`config.mk`:
```
export PLATFORM = sky130hd
export DESIGN_NAME = rv32i_encoder_flat
export DESIGN_NICKNAME = d
export VERILOG_FILES = /design/src/rtl/rv32i_encoder_if.sv /design/src/rtl/rv32i_encoder.sv /design/src/flat_wrapper.sv
export SDC_FILE = /design/constraint.sdc
export NUM_CORES = 1
export LEC_CHECK = 0
export CORE_MARGIN = 2
export CORE_UTILIZATION = 50
export CTS_CLUSTER_DIAMETER = 30
export DETAILED_ROUTE_END_ITERATION = 10
export GPL_ROUTABILITY_DRIVEN = 0
export PLACE_DENSITY_LB_ADDON = 0.1
export SYNTH_ARGS = -nofsm -noshare
export SYNTH_HDL_FRONTEND = slang
export SYNTH_SLANG_ARGS = --single-unit
```
`constraint.sdc`:
```
create_clock -name clk -period 2.87 [get_ports clk]
set_clock_uncertainty 0.1 [all_clocks]
set_input_delay 0.574 -clock clk [delete_from_list [all_inputs] [get_ports clk]]
set_output_delay 0.574 -clock clk [all_outputs]
set_load 0.05 [all_outputs]
```
`src/rtl/rv32i_encoder_if.sv`:
```
// Request/response bus of the RV32I encoder: field-level requests in, tagged machine words out.
// The producer/consumer side (loader or bench) uses master; the encoder uses slave.
interface rv32i_encoder_if #(
  parameter int ADDR_W = 32
);
  logic              in_valid;
  logic              in_ready;
  logic [6:0]        in_opcode;
  logic [2:0]        in_funct3;
  logic              in_alt;
  logic [4:0]        in_rd;
  logic [4:0]        in_rs1;
  logic [4:0]        in_rs2;
  logic [31:0]       in_imm;
  logic              out_valid;
  logic              out_ready;
  logic [31:0]       out_ins;
  logic [ADDR_W-1:0] out_addr;

  modport master (
    output in_valid, in_opcode, in_funct3, in_alt, in_rd, in_rs1, in_rs2, in_imm,
    input  in_ready,
    input  out_valid, out_ins, out_addr,
    output out_ready
  );

  modport slave (
    input  in_valid, in_opcode, in_funct3, in_alt, in_rd, in_rs1, in_rs2, in_imm,
    output in_ready,
    output out_valid, out_ins, out_addr,
    input  out_ready
  );
endinterface

```
`src/rtl/rv32i_encoder.sv`:
```
// RV32I field-to-machine-word encoder with one registered output stage and address tagging.
// Optional macro IMM_RANGE_CHECK_EN: out-of-range immediates become NOP and set err.
module rv32i_encoder #(
  parameter int                 ADDR_W    = 32,
  parameter logic [ADDR_W-1:0]  BASE_ADDR = '0,
  parameter int                 CNT_W     = 16
) (
  input  logic              clk,
  input  logic              rst,
  input  logic              restart,
  rv32i_encoder_if.slave    bus,
  output logic              err,
  output logic [CNT_W-1:0]  word_count
);
  localparam logic [6:0]  OP_OPIMM  = 7'b0010011;
  localparam logic [6:0]  OP_OP     = 7'b0110011;
  localparam logic [6:0]  OP_LUI    = 7'b0110111;
  localparam logic [6:0]  OP_AUIPC  = 7'b0010111;
  localparam logic [6:0]  OP_JAL    = 7'b1101111;
  localparam logic [6:0]  OP_JALR   = 7'b1100111;
  localparam logic [6:0]  OP_BRANCH = 7'b1100011;
  localparam logic [6:0]  OP_STORE  = 7'b0100011;
  localparam logic [6:0]  OP_LOAD   = 7'b0000011;
  localparam logic [31:0] NOP       = 32'h0000_0013;

  logic              r_out_valid;
  logic [31:0]       r_out_ins;
  logic [ADDR_W-1:0] r_out_addr;
  logic [ADDR_W-1:0] r_next_addr;
  logic              r_err;
  logic [CNT_W-1:0]  r_word_count;

  logic              w_accept;
  logic              w_handshake;
  logic              w_ill;
  logic [31:0]       w_ins;
  logic [6:0]        w_funct7;
  logic [6:0]        w_op;
  logic [2:0]        w_f3;
  logic [31:0]       w_imm;

  assign w_op  = bus.in_opcode;
  assign w_f3  = bus.in_funct3;
  assign w_imm = bus.in_imm;
  assign w_funct7 = bus.in_alt ? 7'b0100000 : 7'b0000000;

`ifdef IMM_RANGE_CHECK_EN
  logic w_i_bad;
  logic w_sh_bad;
  logic w_b_bad;
  logic w_j_bad;
  logic w_u_bad;
  assign w_i_bad  = ($signed(w_imm) < -32'sd2048) || ($signed(w_imm) > 32'sd2047);
  assign w_sh_bad = (w_imm > 32'd31);
  assign w_b_bad  = ($signed(w_imm) < -32'sd4096) || ($signed(w_imm) > 32'sd4094) || w_imm[0];
  assign w_j_bad  = ($signed(w_imm) < -32'sd1048576) || ($signed(w_imm) > 32'sd1048574) || w_imm[0];
  assign w_u_bad  = (w_imm[11:0] != 12'd0);
`endif

  always_comb begin
    w_ill = 1'b0;
    w_ins = NOP;
    case (w_op)
      OP_OPIMM: begin
        if (w_f3 == 3'b001 || w_f3 == 3'b101) begin
          w_ins = {w_funct7, w_imm[4:0], bus.in_rs1, w_f3, bus.in_rd, w_op};
          if (w_f3 == 3'b001 && bus.in_alt) w_ill = 1'b1;
`ifdef IMM_RANGE_CHECK_EN
          if (w_sh_bad) w_ill = 1'b1;
`endif
        end else begin
          w_ins = {w_imm[11:0], bus.in_rs1, w_f3, bus.in_rd, w_op};
`ifdef IMM_RANGE_CHECK_EN
          if (w_i_bad) w_ill = 1'b1;
`endif
        end
      end
      OP_OP: begin
        w_ins = {w_funct7, bus.in_rs2, bus.in_rs1, w_f3, bus.in_rd, w_op};
        if (bus.in_alt && w_f3 != 3'b000 && w_f3 != 3'b101) w_ill = 1'b1;
      end
      OP_LUI, OP_AUIPC: begin
        w_ins = {w_imm[31:12], bus.in_rd, w_op};
`ifdef IMM_RANGE_CHECK_EN
        if (w_u_bad) w_ill = 1'b1;
`endif
      end
      OP_JAL: begin
        w_ins = {w_imm[20], w_imm[10:1], w_imm[11], w_imm[19:12], bus.in_rd, w_op};
`ifdef IMM_RANGE_CHECK_EN
        if (w_j_bad) w_ill = 1'b1;
`endif
      end
      OP_JALR: begin
        // funct3 is not a free field for JALR; whatever the producer sent is ignored
        w_ins = {w_imm[11:0], bus.in_rs1, 3'b000, bus.in_rd, w_op};
`ifdef IMM_RANGE_CHECK_EN
        if (w_i_bad) w_ill = 1'b1;
`endif
      end
      OP_BRANCH: begin
        w_ins = {w_imm[12], w_imm[10:5], bus.in_rs2, bus.in_rs1, w_f3, w_imm[4:1], w_imm[11], w_op};
        if (w_f3 == 3'b010 || w_f3 == 3'b011) w_ill = 1'b1;
`ifdef IMM_RANGE_CHECK_EN
        if (w_b_bad) w_ill = 1'b1;
`endif
      end
      OP_STORE: begin
        w_ins = {w_imm[11:5], bus.in_rs2, bus.in_rs1, w_f3, w_imm[4:0], w_op};
        if (w_f3 > 3'b010) w_ill = 1'b1;
`ifdef IMM_RANGE_CHECK_EN
        if (w_i_bad) w_ill = 1'b1;
`endif
      end
      OP_LOAD: begin
        w_ins = {w_imm[11:0], bus.in_rs1, w_f3, bus.in_rd, w_op};
        if (w_f3 == 3'b011 || w_f3 == 3'b110 || w_f3 == 3'b111) w_ill = 1'b1;
`ifdef IMM_RANGE_CHECK_EN
        if (w_i_bad) w_ill = 1'b1;
`endif
      end
      default: w_ill = 1'b1;
    endcase
    if (w_ill) w_ins = NOP;
  end

  assign bus.in_ready = !r_out_valid || bus.out_ready;
  assign w_accept     = bus.in_valid && bus.in_ready;
  assign w_handshake  = r_out_valid && bus.out_ready;

  always_ff @(posedge clk) begin
    if (rst) begin
      r_out_valid  <= 1'b0;
      r_out_ins    <= '0;
      r_out_addr   <= BASE_ADDR;
      r_next_addr  <= BASE_ADDR;
      r_err        <= 1'b0;
      r_word_count <= '0;
    end else begin
      if (w_accept) begin
        r_out_valid <= 1'b1;
        r_out_ins   <= w_ins;
      end else if (w_handshake) begin
        r_out_valid <= 1'b0;
      end

      // restart re-bases the counter; a word accepted in the same cycle lands on BASE_ADDR
      if (restart) begin
        r_err        <= w_accept && w_ill;
        r_word_count <= '0;
        if (w_accept) begin
          r_out_addr  <= BASE_ADDR;
          r_next_addr <= BASE_ADDR + ADDR_W'(4);
        end else begin
          r_next_addr <= BASE_ADDR;
        end
      end else begin
        if (w_accept) begin
          r_out_addr  <= r_next_addr;
          r_next_addr <= r_next_addr + ADDR_W'(4);
          if (w_ill) r_err <= 1'b1;
        end
        if (w_handshake && r_word_count != {CNT_W{1'b1}})
          r_word_count <= r_word_count + CNT_W'(1);
      end
    end
  end

  assign bus.out_valid = r_out_valid;
  assign bus.out_ins   = r_out_ins;
  assign bus.out_addr  = r_out_addr;
  assign err           = r_err;
  assign word_count    = r_word_count;
endmodule

```
`src/flat_wrapper.sv`:
```
// flat-port wrapper written by rule: the top's interface ports become plain ports
module rv32i_encoder_flat 
#(
  parameter int                 ADDR_W    = 32,
  parameter logic [ADDR_W-1:0]  BASE_ADDR = '0,
  parameter int                 CNT_W     = 16
)
  (clk, rst, restart, err, word_count, bus_in_valid, bus_in_opcode, bus_in_funct3, bus_in_alt, bus_in_rd, bus_in_rs1, bus_in_rs2, bus_in_imm, bus_in_ready, bus_out_valid, bus_out_ins, bus_out_addr, bus_out_ready);
  rv32i_encoder_if #(.ADDR_W(ADDR_W)) bus_i ();
  input  logic clk;
  input  logic rst;
  input  logic restart;
  output logic err;
  output logic [CNT_W-1:0] word_count;
  input wire logic [$bits(bus_i.in_valid)-1:0] bus_in_valid;
  input wire logic [$bits(bus_i.in_opcode)-1:0] bus_in_opcode;
  input wire logic [$bits(bus_i.in_funct3)-1:0] bus_in_funct3;
  input wire logic [$bits(bus_i.in_alt)-1:0] bus_in_alt;
  input wire logic [$bits(bus_i.in_rd)-1:0] bus_in_rd;
  input wire logic [$bits(bus_i.in_rs1)-1:0] bus_in_rs1;
  input wire logic [$bits(bus_i.in_rs2)-1:0] bus_in_rs2;
  input wire logic [$bits(bus_i.in_imm)-1:0] bus_in_imm;
  output wire logic [$bits(bus_i.in_ready)-1:0] bus_in_ready;
  output wire logic [$bits(bus_i.out_valid)-1:0] bus_out_valid;
  output wire logic [$bits(bus_i.out_ins)-1:0] bus_out_ins;
  output wire logic [$bits(bus_i.out_addr)-1:0] bus_out_addr;
  input wire logic [$bits(bus_i.out_ready)-1:0] bus_out_ready;
  assign bus_i.in_valid = bus_in_valid;
  assign bus_i.in_opcode = bus_in_opcode;
  assign bus_i.in_funct3 = bus_in_funct3;
  assign bus_i.in_alt = bus_in_alt;
  assign bus_i.in_rd = bus_in_rd;
  assign bus_i.in_rs1 = bus_in_rs1;
  assign bus_i.in_rs2 = bus_in_rs2;
  assign bus_i.in_imm = bus_in_imm;
  assign bus_in_ready = bus_i.in_ready;
  assign bus_out_valid = bus_i.out_valid;
  assign bus_out_ins = bus_i.out_ins;
  assign bus_out_addr = bus_i.out_addr;
  assign bus_i.out_ready = bus_out_ready;
  rv32i_encoder #(.ADDR_W(ADDR_W), .BASE_ADDR(BASE_ADDR), .CNT_W(CNT_W)) u_core (.clk(clk), .rst(rst), .restart(restart), .bus(bus_i), .err(err), .word_count(word_count));
endmodule
```
==> impl_results.md <==
* Clock sink count at 111
* Lkg Pwr at 2.25 nW
* # DRC at 0
* First-pass GRT wire length at 21400 um
* Layout cells sized above 1 at 0.0740
* GRT Resource Usage Total at 0.237
* DRT Pass-1 Iters at 5
* Synth Area per Inst at 8.52 um^2
* Hold WS at 0.355 ns
* DR vias/cell at 5.54
* Syn_nets at 655
* Leading area contributor after synthesis: dfxtp_1
* Routed Antenna Nets at 0
* Drt wl/cell at 15.1 um
* CP Class: in -> reg
* Switching power total at 702 uW
* Die area at 10900 um^2
* Clock buffer depth at 2
* Port bufs at 145
* Worst setup path start: bus_in_opcode[5]
* Routed via count at 4783
* Antenna Cells at 0
* Tot Pwr at 2.90 mW
* Cell internal pwr at 2.20 mW
* Max Cap Viol at 0
* Share of the synthesized area in the top cell type at 0.442
* Starting Density at 0.514
* Total routed wirelength at 13000 um
* Worst setup SP type: primary input
* Max Slew Vio Count at 0
* Flop pwr share at 0.535
* Resize count post-CTS at 0
* Die height at 104 um
* TNS Setup at 0 ns
* CP arrival at 2.58 ns
* Post-synth EDFFs at 0
* Slew @ Worst Pin at 0.868 ns
* Combinational share of power at 0.094
* CTS H-tree lvls at 3
* Num CTS Buffers at 9
* Worst Hold Class: reg -> reg
* Period utilisation layout at 0.828
* Worst hold start: u_core.bus.out_addr[21]
* CTS tree: done
* Dominant synthesized flop cell: dfxtp_1
* Hold buffer count at cts at 0
* Final count of hold timing violations at 0
* Crit end category: flip-flop
* RSZ-0062 raised after global routing: no
* Worst EP required at 3.07 ns
* Congestion Overflow GR at 0
* Clock-pin slew on the worst setup and hold paths at 0.11 ns
* Initial antenna violation count at 0
* Fmax at 421 MHz
* Clk network pwr share at 0.370
* DP HPWL at 9490 um
* Synthesized area at 5030 um^2
* Vias in the first global route at 4505
* I/O pins at 146
* Maximum vdd drop at 0.236 mV
* Core region area at 9770 um^2
* Placed cell area at 6630 um^2
* Slew headroom at 0.421
* Crit path time final at 2.38 ns
* Row count at 36
* Sw frac at 0.242
* Largest net degree at the start of global routing at 47
* Post-CTS setup buffer count at 0
* CP max FO at 12
* Count of state elements after synthesis at 111
* Final nets at 790
* Initial DRC count at 315
* Skew-Pair Late Insertion Delay at 0.37 ns
* Pwr Density at 423 nW/um^2
* Fin util at 0.702
* Final-report setup violation count at 0
* Area delta synth->final at 36.5%
* Seq/Total Area, Yosys at 0.442
* Synth top area cells: dfxtp_1 (44%), nand2_1 (6.0%), xnor2_1 (5.4%), nor2_1 (4.5%), nand3b_1 (4.2%)
* Chip width at 104 um
* Netlist cell types at 55
* Worst r2r src: u_core.r_next_addr[5]
* Ys async rst share at 0
* Syn Inst Count at 590
* CTS root buf: clkbuf_8
* Outcome: finished, final reports clean
* Ys Warns at 0
* Fin area at 6860 um^2
-- sequential cells by signal, summed over array words and instances, names as in the netlist --
name / count
u_core.bus.out_valid: 1
u_core.bus.out_addr: 31
u_core.r_next_addr: 30
u_core.err: 1
u_core.bus.out_ins: 32
u_core.word_count: 16
-- cell type report --
| class | count | area (um^2) |
|---|---|---|
| repair buffers | 165 | 1610 |
| well taps | 133 | 166 |
| multi-input cells | 431 | 2610 |
| flip-flops and latches | 111 | 2220 |
| clock inverters | 6 | 92.6 |
| clock buffers | 10 | 138 |
| fillers | 827 | 2910 |
| inverters | 7 | 26.3 |
-- cells by family (layout without fill, tap and decap cells) --
group	after synthesis	after routing	synth area share
buf+inv	48	188	0.0401
simple gates	271	271	0.301
fa+ha+maj	2	2	0.00498
flops	111	111	0.442
compound gates	118	118	0.142
mux	1	1	0.00224
xor+xnor	39	39	0.0680
-- worst max-delay path: stages --
cell	delay [ns]
clkdlybuf4s50_1	0.71
nand4b_1	0.29
nor3_1	0.41
or2_1	0.33
a22oi_1	0.10
o21ai_0	0.16
-- cells in the final DEF (no fill, tap or decap), drive strengths merged, types with 3 or more instances in the layout --
cell type	instances
clkdlybuf4s50	144
dfxtp	111
nand2	80
nor2	60
a21oi	41
o21ai	39
xnor2	31
nand3b	28
buf	21
nor4	17
nor3	15
a22oi	13
nand3	13
nand4	13
clkbuf	10
xor2	8
inv	8
or2	7
or3	6
a32oi	6
a222oi	5
and2	4
and3	4
nor4b	4
nand2b	3
nor2b	3
nand4b	3
and4	3
nor3b	3
-- power by group through the flow --
stage / registers [mW] / logic, mW / clock network (mW)
after CTS: 1.55 / 0.273 / 1.08
after global placement: 1.59 / 0.268 / 0
after floorplan: 1.61 / 0.105 / 0
final: 1.55 / 0.274 / 1.07
after global routing: 1.56 / 0.294 / 1.14
after detailed placement: 1.59 / 0.272 / 0
-- stage by stage --
step	instances	setup slack, ns
after CTS	863	0.527
final	863	0.493
after floorplan	590	0.408
after global routing	863	0.286
after global placement	847	0.254
after detailed placement	847	0.181
-- synthesized netlist by cell type, types with 4 or more instances --
cell type	count
a22oi_1	13
dfxtp_1	111
or3_1	6
buf_2	8
o21ai_0	22
inv_1	7
a21oi_1	41
and2_1	4
xor2_1	8
clkbuf_1	29
or2_2	4
nor4_1	11
nand3b_1	28
nor4_4	6
a32oi_1	6
nor3_1	15
and3_1	4
a222oi_1	5
nand3_1	13
nor2_1	60
o21ai_1	17
nand4_1	12
nand2_1	80
xnor2_1	31
-- routing by layer --
metal	GRT usage	routed length (um)
met5	0	0
met4	0.0898	295
met3	0.0583	913
met2	0.375	5860
met1	0.314	5950
-- worst paths after layout --
path / to / slack [ns] / cells after the start
worst min-delay path: u_core.bus.out_addr[21] / 0.35 / 2
worst max register to register: u_core.r_next_addr[31] / 0.55 / 6
worst max-delay path: u_core.bus.out_ins[18] / 0.49 / 6
worst min register to register: u_core.bus.out_addr[21] / 0.35 / 2
Power figures use the tool's default switching activity.
